### src/rtl/pwm_capture.sv
// PWM measurement block: synchronizes one PWM line, measures period and high time in
// clock cycles, derives per-mille duty with a shift-subtract divider, and serves the results on a local-bus read port.
module pwm_capture #(
  parameter int C_S_AXI_ADDR_WIDTH = 16,
  parameter int C_S_AXI_DATA_WIDTH = 32,
  parameter int MAX_PERIOD         = 4000
) (
  input  logic                          S_AXI_ACLK,
  input  logic                          S_AXI_ARESETN,
  input  logic                          EN_I,
  input  logic                          PWM_I,
  output logic [11:0]                   PERIOD_O,
  output logic [11:0]                   HIGH_O,
  output logic [9:0]                    DUTY_O,
  output logic                          STUCK_O,
  output logic                          VALID_O,
  input  logic [C_S_AXI_ADDR_WIDTH-1:0] LB_RADDR,
  input  logic                          LB_RREQ,
  output logic [C_S_AXI_DATA_WIDTH-1:0] LB_RDATA,
  output logic                          LB_RFINISH
);

  typedef enum logic [1:0] {IDLE, ARM, MEAS, DIV} state_t;

  localparam logic [11:0] CNT_MAX   = 12'hFFF;
  localparam logic [11:0] TMO_CNT   = 12'(MAX_PERIOD);
  localparam logic [9:0]  DUTY_FULL = 10'd1000;
  localparam logic [3:0]  DIV_LAST  = 4'd9;

  localparam logic [C_S_AXI_ADDR_WIDTH-1:0] ADDR_PERIOD = C_S_AXI_ADDR_WIDTH'('h0);
  localparam logic [C_S_AXI_ADDR_WIDTH-1:0] ADDR_HIGH   = C_S_AXI_ADDR_WIDTH'('h4);
  localparam logic [C_S_AXI_ADDR_WIDTH-1:0] ADDR_DUTY   = C_S_AXI_ADDR_WIDTH'('h8);
  localparam logic [C_S_AXI_ADDR_WIDTH-1:0] ADDR_STAT   = C_S_AXI_ADDR_WIDTH'('hC);

  function automatic logic [11:0] sat_inc(input logic [11:0] v);
    return (v == CNT_MAX) ? v : v + 12'd1;
  endfunction

  function automatic logic [9:0] sat_duty(input logic [9:0] q);
    return (q > DUTY_FULL) ? DUTY_FULL : q;
  endfunction

  state_t      state, state_nxt;
  logic        s1, s2, s3;
  logic        rise, fall;
  logic [11:0] cnt;
  logic [11:0] high_lat, high_div, period_lat;
  logic [21:0] div_rem, div_d, div_rem_nxt;
  logic [8:0]  div_q;
  logic [9:0]  div_q_nxt;
  logic        div_take;
  logic [3:0]  div_idx;
  logic        new_flag;
  logic        clear, meas_hit, div_last, timeout, stat_rd;
  logic [C_S_AXI_DATA_WIDTH-1:0] rd_mux;

  // Input synchronizer and edge detect
  always_ff @(posedge S_AXI_ACLK or negedge S_AXI_ARESETN) begin
    if (!S_AXI_ARESETN) begin
      s1 <= 1'b0;
      s2 <= 1'b0;
      s3 <= 1'b0;
    end else begin
      s1 <= PWM_I;
      s2 <= s1;
      s3 <= s2;
    end
  end

  assign rise = s2 & ~s3;
  assign fall = ~s2 & s3;

  assign clear    = !EN_I || (state == IDLE);
  assign meas_hit = (state == MEAS) && rise;
  assign div_last = (state == DIV) && (div_idx == DIV_LAST);
  // Once stuck, the saturated counter must not re-trigger the timeout.
  assign timeout  = ((state == ARM) || (state == MEAS)) && !rise &&
                    (cnt == TMO_CNT) && !STUCK_O;
  assign stat_rd  = LB_RREQ && (LB_RADDR == ADDR_STAT);

  assign div_take    = (div_rem >= div_d);
  assign div_rem_nxt = div_take ? (div_rem - div_d) : div_rem;
  assign div_q_nxt   = {div_q, div_take};

  always_ff @(posedge S_AXI_ACLK or negedge S_AXI_ARESETN) begin
    if (!S_AXI_ARESETN) state <= IDLE;
    else                state <= state_nxt;
  end

  always_comb begin
    state_nxt = state;
    if (!EN_I) begin
      state_nxt = IDLE;
    end else begin
      case (state)
        IDLE:    state_nxt = ARM;
        ARM:     if (rise) state_nxt = MEAS;
        MEAS: begin
          if (rise)         state_nxt = DIV;
          else if (timeout) state_nxt = ARM;
        end
        DIV:     if (div_idx == DIV_LAST) state_nxt = MEAS;
        default: state_nxt = IDLE;
      endcase
    end
  end

  // Counter, divider sequencing and result registers
  always_ff @(posedge S_AXI_ACLK or negedge S_AXI_ARESETN) begin
    if (!S_AXI_ARESETN) begin
      cnt      <= '0;
      div_idx  <= '0;
      PERIOD_O <= '0;
      HIGH_O   <= '0;
      DUTY_O   <= '0;
      STUCK_O  <= 1'b0;
      VALID_O  <= 1'b0;
      new_flag <= 1'b0;
    end else begin
      VALID_O <= 1'b0;
      if (clear) begin
        cnt      <= '0;
        div_idx  <= '0;
        PERIOD_O <= '0;
        HIGH_O   <= '0;
        DUTY_O   <= '0;
        STUCK_O  <= 1'b0;
        new_flag <= 1'b0;
      end else begin
        cnt <= rise ? 12'd1 : sat_inc(cnt);
        if (meas_hit)            div_idx <= '0;
        else if (state == DIV)   div_idx <= div_idx + 4'd1;
        if (stat_rd) new_flag <= 1'b0;
        if (div_last) begin
          PERIOD_O <= period_lat;
          HIGH_O   <= high_div;
          DUTY_O   <= sat_duty(div_q_nxt);
          STUCK_O  <= 1'b0;
          VALID_O  <= 1'b1;
          new_flag <= 1'b1;
        end
        if (timeout) begin
          PERIOD_O <= '0;
          HIGH_O   <= '0;
          DUTY_O   <= s2 ? DUTY_FULL : 10'd0;
          STUCK_O  <= 1'b1;
          VALID_O  <= 1'b1;
        end
      end
    end
  end

  // Measurement latches and divider datapath; H is frozen at the period rise
  // because falls during DIV keep updating high_lat.
  always_ff @(posedge S_AXI_ACLK) begin
    if (fall) high_lat <= cnt;
    if (meas_hit) begin
      period_lat <= cnt;
      high_div   <= high_lat;
      div_rem    <= 22'(high_lat) * 22'd1000;
      div_d      <= {1'b0, cnt, 9'b0};
      div_q      <= '0;
    end else if (state == DIV) begin
      div_rem <= div_rem_nxt;
      div_q   <= div_q_nxt[8:0];
      div_d   <= div_d >> 1;
    end
  end

  always_comb begin
    rd_mux = '0;
    case (LB_RADDR)
      ADDR_PERIOD: rd_mux = C_S_AXI_DATA_WIDTH'(PERIOD_O);
      ADDR_HIGH:   rd_mux = C_S_AXI_DATA_WIDTH'(HIGH_O);
      ADDR_DUTY:   rd_mux = C_S_AXI_DATA_WIDTH'(DUTY_O);
      ADDR_STAT:   rd_mux = C_S_AXI_DATA_WIDTH'({new_flag, STUCK_O, EN_I});
      default:     rd_mux = '0;
    endcase
  end

  // Local-bus read response
  always_ff @(posedge S_AXI_ACLK or negedge S_AXI_ARESETN) begin
    if (!S_AXI_ARESETN) begin
      LB_RFINISH <= 1'b0;
      LB_RDATA   <= '0;
    end else begin
      LB_RFINISH <= LB_RREQ;
      if (LB_RREQ) LB_RDATA <= rd_mux;
    end
  end

endmodule
### config.mk
export PLATFORM = sky130hd
export DESIGN_NAME = pwm_capture
export DESIGN_NICKNAME = d
export VERILOG_FILES = /design/src/rtl/pwm_capture.sv
export SDC_FILE = /design/constraint.sdc
export NUM_CORES = 1
export LEC_CHECK = 0
export ABC_CLOCK_PERIOD_IN_PS = 11800
export BUFFER_PORTS_ARGS = -buffer_cell sky130_fd_sc_hd__buf_2
export CORE_ASPECT_RATIO = 0.5
export CORE_MARGIN = 2
export CORE_UTILIZATION = 60
export DETAILED_ROUTE_END_ITERATION = 10
export HOLD_SLACK_MARGIN = 0.1
export PLACE_DENSITY = 0.92
export SYNTH_ARGS = -nofsm -noshare
export SYNTH_HDL_FRONTEND = slang
export SYNTH_SLANG_ARGS = --single-unit
### constraint.sdc
create_clock -name S_AXI_ACLK -period 11.8 [get_ports S_AXI_ACLK]
set_input_delay 0.59 -clock S_AXI_ACLK [delete_from_list [all_inputs] [get_ports S_AXI_ACLK]]
set_output_delay 0.59 -clock S_AXI_ACLK [all_outputs]
set_load 0.02 [all_outputs]
==> flow_summary_export.csv <==
group,metric,value,unit
drt,wl,26.7,mm
critical_path,crit_slowest_cell,"fa_1",
placement,gp_congestion,0.912,
die,initial_core_util,61.8,%
power,seqPwrFrac,39.6,%
die,rows,32,
clock_tree,numCtsBuffers,17,
cells_and_area,design_area,0.0107,mm^2
critical_path,crit_type,"flop to flop",
critical_path,arrival,5.56,ns
critical_path,r2r_setup_slack,6.39,ns
cells_and_area,drive_gt1_share,13.5,%
run_status,violations,"design-rule violations",
global_route,grt-ovfl-total,0,
die,die_area,0.0171,mm^2
synthesis,synth.avg_cell_area,10.8,um^2
clock_tree,cts-root-buf,"clkbuf_16",
critical_path,path_buf_inv,2,
critical_path,crit_chain,"fa_1 -> fa_1 -> inv_1 -> fa_1 -> fa_1 -> inv_1 -> ha_1 -> and2_1 -> a311oi_1 -> a21oi_1 -> a2111o_1 -> a21o_1 -> a21oi_2 -> nor2_1 -> nor4_2 -> o32ai_1",
critical_path,cp_top_family,"adder cells",
drt,drtAntennaViolNets,0,
global_route,grt_pass1_wl,41.4,mm
cells_and_area,stdcell_count,1167,
clock_tree,insertion_delay,0.44,ns
sta,slew_headroom,11.1,%
global_route,antenna_found_initial,1,
synthesis,syn_inst,885,
critical_path,critPathMaxFanout,6,
sta,worst_clock_skew,0.0112,ns
sta,rsz0062_at_grt,"false",
placement,dp.cells,1135,
synthesis,synth-seq-area-share,43.8,%
synthesis,ys.flop_type,"dfrtp_1",
drt,drt_iter0_markers,1175,
synthesis,synth_area,0.00960,mm^2
sta,fin_setup_tns,0,ns
synthesis,synth_cell_type_count,71,
sta,finalCriticalPeriod,5.41,ns
synthesis,synth_top_cell_area_share,21.0,%
synthesis,synth_warnings,0,
critical_path,cp-end-kind,"flop",
drt,drc,1,
power,p_leak,4.85,nW
sta,setup_viol,0,
clock_tree,cts_resized,0,
power,internal_power,1.07,mW
placement,placement.cell_area,0.0101,mm^2
die,die_w,183,um
clock_tree,hold_buffers,0,
placement,numPortBuffers,69,
sta,worstMarginPinSlew,1.33,ns
cells_and_area,finish.utilization,68.8,%
placement,hpwl,16.6,mm
power,power_density,149,mW/mm^2
drt,wl_per_cell,22.8,um
sta,worst_slack,6.39,ns
drt,viasPerCell,6.57,
clock_tree,cts_tree,"built",
synthesis,synth_edf_count,67,
die,io_pins,90,
die,core,0.0155,mm^2
cells_and_area,fin_nets,1084,
critical_path,cp_common_cell,"fa_1",
run_status,status,"finished, violations left",
sta,post-route-period-util,45.8,%
synthesis,synth_area_leader_cell,"edfxtp_1",
global_route,grtUsageTotal,32.3,%
power,pwr-share-clk,37.6,%
power,p_sw_share,32.7,%
cells_and_area,n_antenna_cell,0,
synthesis,synth.ff_latch_count,159,
critical_path,critPathMaxStageDelay,0.58,ns
sta,fin_hold_ws,0.268,ns
power,combPwrFrac,22.8,%
clock_tree,htree_levels,4,
power,switching_power,0.521,mW
global_route,grt_pass1_vias,7494,
flow_run,cap_violations,0,
critical_path,start_kind,"flop",
synthesis,postSynth.asyncResetShare,44.7,%
sta,clock.fmax,185,MHz
worst_hold_path,min_path_type,"input port to flop",
critical_path,required,11.95,ns
sta,report.final.slew_viol_count,0,
cells_and_area,area_growth,11.4,%
clock_tree,cts_sinks,159,
clock_tree,clk_path_buf_depth,2,
sta,finalHoldViolations,0,
clock_tree,clk_pin_slew,0.07,ns
placement,dp_slack,6.52,ns
synthesis,synthTopCellsByArea,"edfxtp_1 21%, dfrtp_1 19%, ha_1 9.6%",
die,die_y,93.4,um
power,power,1.59,mW
global_route,grt_max_degree,72,
drt,vias,7671,
power,ir_drop,0.0985,mV
clock_tree,post-cts-setup-buffer-count,0,
drt,drt_pass1_iterations,9,
==> logic make-up after synthesis <==
logic type | after synthesis | synth area share (%)
simple gates | 196 | 9.93
buf+inv | 152 | 6.83
flops | 159 | 43.8
fa+ha+maj | 113 | 17.8
xor+xnor | 41 | 3.74
compound gates | 185 | 13.5
other cells | 1 | 0.0391
mux | 38 | 4.35
==> Yosys cell counts (all sizes together) (5+ instances only) <==
cell type  count
a211oi         5
a21o           7
a21oi         37
a22o          28
and2           6
and3           8
buf           25
clkbuf        23
dfrtp         71
dfxtp         21
edfxtp        67
fa            39
ha            74
inv          104
mux2i         35
nand2         55
nand2b         8
nand3         28
nand4          5
nor2          50
nor2b          7
nor3           8
nor4           5
o21ai         51
o22ai         13
o31ai         12
or3            7
xnor2         22
xor2          19
==> power groups by stage <==
stage,registers [mW],clock network [mW],logic [mW]
detailed placement,0.637,0,0.329
CTS,0.628,0.592,0.352
finish,0.631,0.599,0.363
global route,0.632,0.618,0.392
global placement,0.635,0,0.311
floorplan,0.630,0,0.256
==> worst reg2reg max path, stage by stage, from the launching register on <==
cell      delay (ns)
edfxtp_1        0.54
fa_1            0.58
fa_1            0.52
inv_1           0.06
fa_1            0.52
fa_1            0.54
inv_1           0.05
ha_1            0.34
and2_1          0.18
a311oi_1        0.40
a21oi_1         0.16
a2111o_1        0.41
a21o_1          0.21
a21oi_2         0.19
nor2_1          0.08
nor4_2          0.22
o32ai_1         0.13
==> layout by cell type, fill, tap and decap left out, types with 4 or more instances in the layout <==
master,synthesis,routed
inv_1,104,103
ha_1,74,74
dfrtp_1,71,71
buf_2,2,69
edfxtp_1,67,67
nand2_1,53,53
nor2_1,49,49
o21ai_0,47,47
fa_1,39,39
a21oi_1,35,35
mux2i_1,35,35
nand3_1,28,28
a22o_1,28,28
xnor2_1,22,22
dfxtp_1,21,21
conb_1,1,20
clkbuf_16,0,20
xor2_1,19,19
o31ai_1,12,12
nand2b_1,8,8
nor3_1,8,8
o22ai_2,8,8
and3_1,8,8
nor2b_1,7,7
a21o_1,7,7
or3_1,7,7
and2_1,6,6
buf_4,20,6
a211oi_1,5,5
nand4_1,5,5
o22ai_1,5,5
inv_6,0,5
o21a_1,4,4
o21bai_1,4,4
nor4_1,4,4
==> area by class of cell <==
class                   count  area (um^2)
well taps                 204          255
multi-input cells         593         4810
repair buffers             75          390
clock buffers              21          504
clock inverters            11          130
fillers                   922         4840
flip-flops and latches    159         4210
inverters                 104          390
==> sequential cells by signal (all words and copies together), names as in the netlist, 10 cells and up <==
signal / count
div_d: 21
HIGH_O: 12
period_lat: 12
high_div: 12
LB_RDATA: 12
cnt: 12
high_lat: 12
PERIOD_O: 12
div_rem: 22
DUTY_O: 10
==> worst paths after layout <==
path                               start          end  cells past startpoint
setup reg to reg             high_lat[0]  div_rem[19]                     16
setup / recovery             high_lat[0]  div_rem[19]                     16
hold reg to reg                       s1           s2                      0
min in group asynchronous  S_AXI_ARESETN  PERIOD_O[6]                      2
hold / removal                     PWM_I           s1                      1
max in group asynchronous  S_AXI_ARESETN           s1                      2
==> metal layers <==
metal  GRT usage [%]  wire (um)  share of wire [%]  up-vias
met4            17.3       1530                5.7        2
met3            8.10       2980                 11      140
li1                -          -                  -     3195
met2            53.8      12500                 47      640
met1            39.2       9660                 36     3694
met5               0         14              0.053        -
Note: power is estimated with default switching activity, not from simulation.
